[config.mk]
export PLATFORM = sky130hd
export DESIGN_NAME = instr_fetch
export DESIGN_NICKNAME = d
export VERILOG_FILES = /design/src/rtl/instr_fetch.sv
export SDC_FILE = /design/constraint.sdc
export NUM_CORES = 1
export LEC_CHECK = 0
export ABC_AREA = 1
export CORE_MARGIN = 1.5
export CORE_UTILIZATION = 40
export DETAILED_ROUTE_END_ITERATION = 7
export PLACE_DENSITY = 0.76
export SYNTH_ARGS = -nofsm -noshare
export SYNTH_HDL_FRONTEND = slang
export SYNTH_SLANG_ARGS = --single-unit
export TNS_END_PERCENT = 30
[constraint.sdc]
create_clock -name clk -period 1.3 [get_ports clk]
set_input_delay 0.39 -clock clk [delete_from_list [all_inputs] [get_ports clk]]
set_output_delay 0.39 -clock clk [all_outputs]
set_load 0.03 [all_outputs]
[src/rtl/instr_fetch.sv]
// Fetch stage: generates the PC for the instruction memory and captures the
// returned word into the IF/ID register, with stall, flush and halt handling.
module instr_fetch #(
  parameter logic [3:0]  HLT_OP    = 4'hF,
  parameter logic [15:0] NOP_INSTR = 16'hB000,
  parameter logic [15:0] RST_PC    = 16'h0000
) (
  input  logic        clk,
  input  logic        rst,
  input  logic        stall,
  input  logic        flush,
  input  logic [15:0] branch_tgt,
  input  logic [15:0] im_instr,
  output logic [15:0] im_addr,
  output logic        im_rd_en,
  output logic [15:0] instr_IF_ID,
  output logic [15:0] pc_IF_ID,
  output logic        vld_IF_ID,
  output logic        hlt_fetched
);

  typedef enum logic {RUN, HALTED} state_t;

  state_t      state_q, state_d;
  logic [15:0] pc_q, pc_d;
  logic [15:0] instr_q, instr_d;
  logic [15:0] pcIfId_q, pcIfId_d;
  logic        vld_q, vld_d;

  assign im_addr     = pc_q;
  assign im_rd_en    = !rst && !stall && (state_q == RUN);
  assign instr_IF_ID = instr_q;
  assign pc_IF_ID    = pcIfId_q;
  assign vld_IF_ID   = vld_q;
  assign hlt_fetched = (state_q == HALTED);

  // Flush wins over stall and over a HLT arriving in the same cycle, so a
  // halt fetched down a mispredicted path never stops the core.
  always_comb begin
    state_d  = state_q;
    pc_d     = pc_q;
    instr_d  = instr_q;
    pcIfId_d = pcIfId_q;
    vld_d    = vld_q;
    if (flush) begin
      pc_d    = branch_tgt;
      instr_d = NOP_INSTR;
      vld_d   = 1'b0;
      state_d = RUN;
    end else if (!stall && state_q == RUN) begin
      instr_d  = im_instr;
      pcIfId_d = pc_q + 16'd1;
      vld_d    = 1'b1;
      if (im_instr[15:12] == HLT_OP) begin
        state_d = HALTED;
      end else begin
        pc_d = pc_q + 16'd1;
      end
    end
  end

  always_ff @(posedge clk) begin
    if (rst) begin
      state_q  <= RUN;
      pc_q     <= RST_PC;
      instr_q  <= NOP_INSTR;
      pcIfId_q <= 16'h0000;
      vld_q    <= 1'b0;
    end else begin
      state_q  <= state_d;
      pc_q     <= pc_d;
      instr_q  <= instr_d;
      pcIfId_q <= pcIfId_d;
      vld_q    <= vld_d;
    end
  end

endmodule

# Word level (Yosys, flattened, before mapping)

Index checks and enable logic that the tools add are counted.

ROM bits: 0
Flip-flop bits (word level): 50
RAM bits: 0
Bits in latches: 0
Memories kept: 0

Reduce and logical (&&, ||, !) cells: 10
Multiplexer cells: 3
Div/mod/pow operators: 0
Add/sub/neg operators: 1
Bitwise logic cells: 2
Multipliers: 0
Equality and inequality tests: 2
Shift-type cells: 0
Order comparisons: 0

Operator list:

| cell                  | count |
|---|---|
| $mux 16               | 3 |
| $add 16x1->16 const B | 1 |
| $reduce_and 2->1      | 3 |
| $eq 4x4->1 const B    | 1 |
| $logic_and 1x1->1     | 3 |
| $logic_not 1->1       | 2 |
| $ne 2x2->1 const B    | 1 |
| $not 1->1             | 2 |
| $reduce_bool 2->1     | 1 |
| $reduce_or 2->1       | 1 |

# Depth between registers and ports, before layout

Depth in word-level cells: 4
Depth in mapped cells: 9
Depth with buffers taken out: 9

# Least setup slack after synthesis

No wires, ideal clock.

Kind: register -> output
Start: register state_q, in the netlist hlt_fetched
End: output im_rd_en
Cell stages (with the launch flop): 6
Path slack: -501 ps
Arrival time: 1,411 ps
Path through: dfxtp_1 -> nor2_4 -> inv_2 -> buf_6 -> buf_2 -> nor2_1

Cells in the longest elaborated chain, start to end: 2

Ends and longest elaborated chain:

| element                | RTL line | RTL |
|---|---|---|
| start, declared        | 24       | `state_t state_q, state_d;` |
| start signal, assigned | 70       | `state_q <= state_d;` |
| $not 1->1              | 31       | `assign im_rd_en = !rst && !stall && (state_q == RUN);` |
| $logic_and 1x1->1      | 31       |  |
| end, declared          | 15       | `output logic im_rd_en,` |

No other way between the ends.

# Worst setup path after layout

Start: input stall
End: output im_rd_en

Cells in the longest elaborated chain, start to end: 3

Ends and longest elaborated chain:

| element                         | RTL line | RTL |
|---|---|---|
| start, declared                 | 10       | `input logic stall,` |
| $logic_not 1->1                 | 31       |  |
| $logic_and 1x1->1 (2 in series) | 31       |  |

No other way between the ends.

==> run metrics <==
status=finished, violations left; violated checks=setup timing; total negative slack for setup checks=-1.38 ns; Routability Congestion=0.861; clk_skew=0.0111 ns; Cell Area, Synth=2370 µm²; drt drc=0; critical path type=input pin to primary output; number of CTS-inserted buffers=5; post-synthesis cell type with the largest combined area=sky130_fd_sc_hd__dfxtp_1; top area cells in the synthesized netlist=sky130_fd_sc_hd__dfxtp_1 (42%), sky130_fd_sc_hd__nand2_1 (12%), sky130_fd_sc_hd__nor2_1 (11%), sky130_fd_sc_hd__o21ai_0 (5.9%), sky130_fd_sc_hd__inv_1 (5.4%); clock-pin slew of the registers on the worst-case setup and hold paths=0.09 ns; net count of the mapped netlist=377; worst-case setup slack after placement=-0.515 ns; cell family contributing the most delay on the critical path=buffers and inverters; root buffer selected by CTS=sky130_fd_sc_hd__clkbuf_8; minimum setup slack in the final design=-0.213 ns; Worst setup endpoint=im_rd_en; critical path's largest stage delay=0.25 ns; Cell Chain, Critical Path=dlygate4sd2_1 -> nor2_4 -> inv_2 -> buf_6 -> nor2_4 -> buf_6; placement row count=27; critical path's slowest cell=sky130_fd_sc_hd__dlygate4sd2_1; endpoint required time on the critical path=0.91 ns; share of cells above drive strength 1=36.5%; Min Hold Slack=0.453 ns; vias after detailed routing=2669; minimum period implied by the final worst setup slack=1.51 ns; fraction of the cycle the final worst path needs=116%; vertical die dimension=79.9 µm; Synth-to-Final Area Change=67.4%; initial cell density of the core=42.2%; Finished Core Util=70.7%; number of flops mapped to enable cells by yosys=0; PwrDens=907 nW/µm²; most numerous cell in the Yosys netlist=sky130_fd_sc_hd__nand2_1; worst flop-to-flop path endpoint=im_addr[7]$_SDFFE_PP0P_; final count of negative-setup-slack endpoints=33; Crit Path Max Fanout=2; arrival time of the worst setup path=1.12 ns; worst reg2reg startpoint=hlt_fetched$_SDFFE_PP0P_; commonest register cell after synthesis=sky130_fd_sc_hd__dfxtp_1; area of the core=5610 µm²; Max Transition Viols Final=0; wire length per cell=13.5 µm; clk_lat worst skew=0.30 ns; antenna viol nets, final=0; num ports=87; GRT overflow=0; f_max=661 MHz; via count of the first global-routing pass=2539; number of buffers inserted by hold repair at cts=0; synthesized flop and latch total=50; Bufs and invs on worst path=4; fraction of registers with async set/reset=0%; sequential element share of the synthesized area=42.3%; # port buffers=86; worst setup path startpoint=stall; via-per-instance ratio=4.93; worst max-slew margin expressed relative to the limit=82.8%; CTS H-Tree Depth=2; depth of the most critical reg-to-reg path=8; Post-synth top cells=sky130_fd_sc_hd__nand2_1 (74), sky130_fd_sc_hd__nor2_1 (71), sky130_fd_sc_hd__dfxtp_1 (50); TritonCTS clock tree=yes; average cell area after synthesis=6.96 µm²; library cells used by synthesis=31; Final Routed Wirelength=7.30 mm; Syn. warnings=0; actual slew at the worst max-slew pin=0.258 ns; antenna fix cells=0; maximum VDD drop=571 µV; Num Clock Sinks=50; Die Footprint=6390 µm²; RSZ-0062 raised after global routing=true; cell count after synthesis=340; Worst Setup Start Kind=input pin; Overall Global Routing Usage=23.3%; Pre-antenna DRT Iters=4; class of the tightest hold or removal check=input pin to register; Max Cap Violations=0; chip width=79.9 µm; Hold Violations, Final=0; HPWL Detailed=5.33 mm; number of nets in the layout=505; wire length of the first global-routing pass=11.6 mm; maximum number of pins on one net before global-route repair=19; share of the synthesized area in the top cell type=42.3%; number of antenna violations at the first check in global routing=0; detailed router's first-iteration violation count=155; minimum setup slack among reg-to-reg paths=-0.11 ns; total power consumption of the routed design=3.59 mW; reported leakage power=1.80 nW; endpoint type of the worst setup path=primary output; number of gates on the worst path with buffers counted=6; number of buffers on the longest clock path=2
[worst min path at each step]
| stage | startpoint | endpoint | slack, ns | depth (start not counted) |
|---|---|---|---|---|
| floorplan | im_instr[12] | instr_IF_ID[12]$_SDFFE_PP1P_ | 0.52 | 2 |
| global placement | instr_IF_ID[13]$_SDFFE_PP1P_ | instr_IF_ID[13]$_SDFFE_PP1P_ | 0.44 | 2 |
| detailed placement | instr_IF_ID[12]$_SDFFE_PP1P_ | instr_IF_ID[12]$_SDFFE_PP1P_ | 0.44 | 2 |
| CTS | im_instr[13] | instr_IF_ID[13]$_SDFFE_PP1P_ | 0.44 | 3 |
| global route | im_instr[13] | instr_IF_ID[13]$_SDFFE_PP1P_ | 0.46 | 3 |
| finish | im_instr[13] | instr_IF_ID[13]$_SDFFE_PP1P_ | 0.45 | 3 |
[per-layer routing]
layer	part of all wire, %	up-vias	track usage, %	routed length [µm]
met2	51	97	40.8	3720
li1	-	1338	-	-
met3	7.2	10	5.83	528
met1	41	1224	28.5	2960
met4	1.3	0	5.52	98
met5	0	-	0	0
[logic make-up after synthesis]
group | count (synthesis) | synth area share (%)
simple gates | 173 | 30.4
flops | 50 | 42.3
compound gates | 61 | 15.5
xor+xnor | 6 | 2.22
buf+inv | 49 | 9.04
fa+ha+maj | 1 | 0.528
[report_power, final]
part	internal (mW)	total, mW	switching [mW]
clock network	0.431	0.936	0.505
logic	0.444	0.972	0.528
registers	1.62	1.69	0.0705
[sequential cells by signal (all words and copies together) (netlist names)]
signal,flops
instr_IF_ID,16
im_addr,16
pc_IF_ID,16
hlt_fetched,1
vld_IF_ID,1
[timing repair]
item                                    CTS  global route
endpoints found under the setup margin   46            60
setup buffers                             2             1
resized for setup                        76            37
cloned                                    1             1
pin swaps                                 8            17
hold endpoints to repair                  0             0
[area by class of cell]
cell class,instances,area [µm²]
clock inverter,1,5.00
multi-input combinational,241,1380
timing repair inverter,1,8.76
timing repair buffer,132,1210
clock buffer,7,86.3
sequential,50,1040
fill,438,1640
tap,72,90.1
inverter,37,146
[metrics by stage]
| step | instance area [µm²] | instances |
|---|---|---|
| floorplan | 2430 | 340 |
| detailed placement | 3520 | 528 |
| global placement | 3520 | 528 |
| global route | 3960 | 541 |
| CTS | 3810 | 539 |
| finish | 3960 | 541 |
[worst min-delay path, cell delays in order]
cell and delay [ns]:
sky130_fd_sc_hd__dlygate4sd2_1 0.21, sky130_fd_sc_hd__nand2_1 0.05, sky130_fd_sc_hd__nand3_1 0.07
[placed cells by master (no fill, tap or decap), types with 2 or more instances in the layout]
cell type	instances
sky130_fd_sc_hd__a211oi_2	3
sky130_fd_sc_hd__a21boi_1	4
sky130_fd_sc_hd__a21boi_2	3
sky130_fd_sc_hd__a21o_1	2
sky130_fd_sc_hd__a21oi_1	7
sky130_fd_sc_hd__a21oi_2	3
sky130_fd_sc_hd__a31oi_1	3
sky130_fd_sc_hd__buf_12	2
sky130_fd_sc_hd__buf_4	65
sky130_fd_sc_hd__buf_6	30
sky130_fd_sc_hd__clkbuf_8	6
sky130_fd_sc_hd__clkdlybuf4s50_1	29
sky130_fd_sc_hd__dfxtp_1	35
sky130_fd_sc_hd__dfxtp_2	8
sky130_fd_sc_hd__dfxtp_4	7
sky130_fd_sc_hd__dlygate4sd2_1	6
sky130_fd_sc_hd__inv_1	32
sky130_fd_sc_hd__inv_2	3
sky130_fd_sc_hd__nand2_1	66
sky130_fd_sc_hd__nand2_2	7
sky130_fd_sc_hd__nand3_1	11
sky130_fd_sc_hd__nand3_2	4
sky130_fd_sc_hd__nand4_1	4
sky130_fd_sc_hd__nor2_1	61
sky130_fd_sc_hd__nor2_2	6
sky130_fd_sc_hd__nor2_4	9
sky130_fd_sc_hd__o211ai_1	4
sky130_fd_sc_hd__o21ai_0	17
sky130_fd_sc_hd__o21ai_1	9
sky130_fd_sc_hd__o21ai_2	3
sky130_fd_sc_hd__xor2_1	3
sky130_fd_sc_hd__xor2_2	2
No activity file was read; power rests on OpenSTA's default activity.
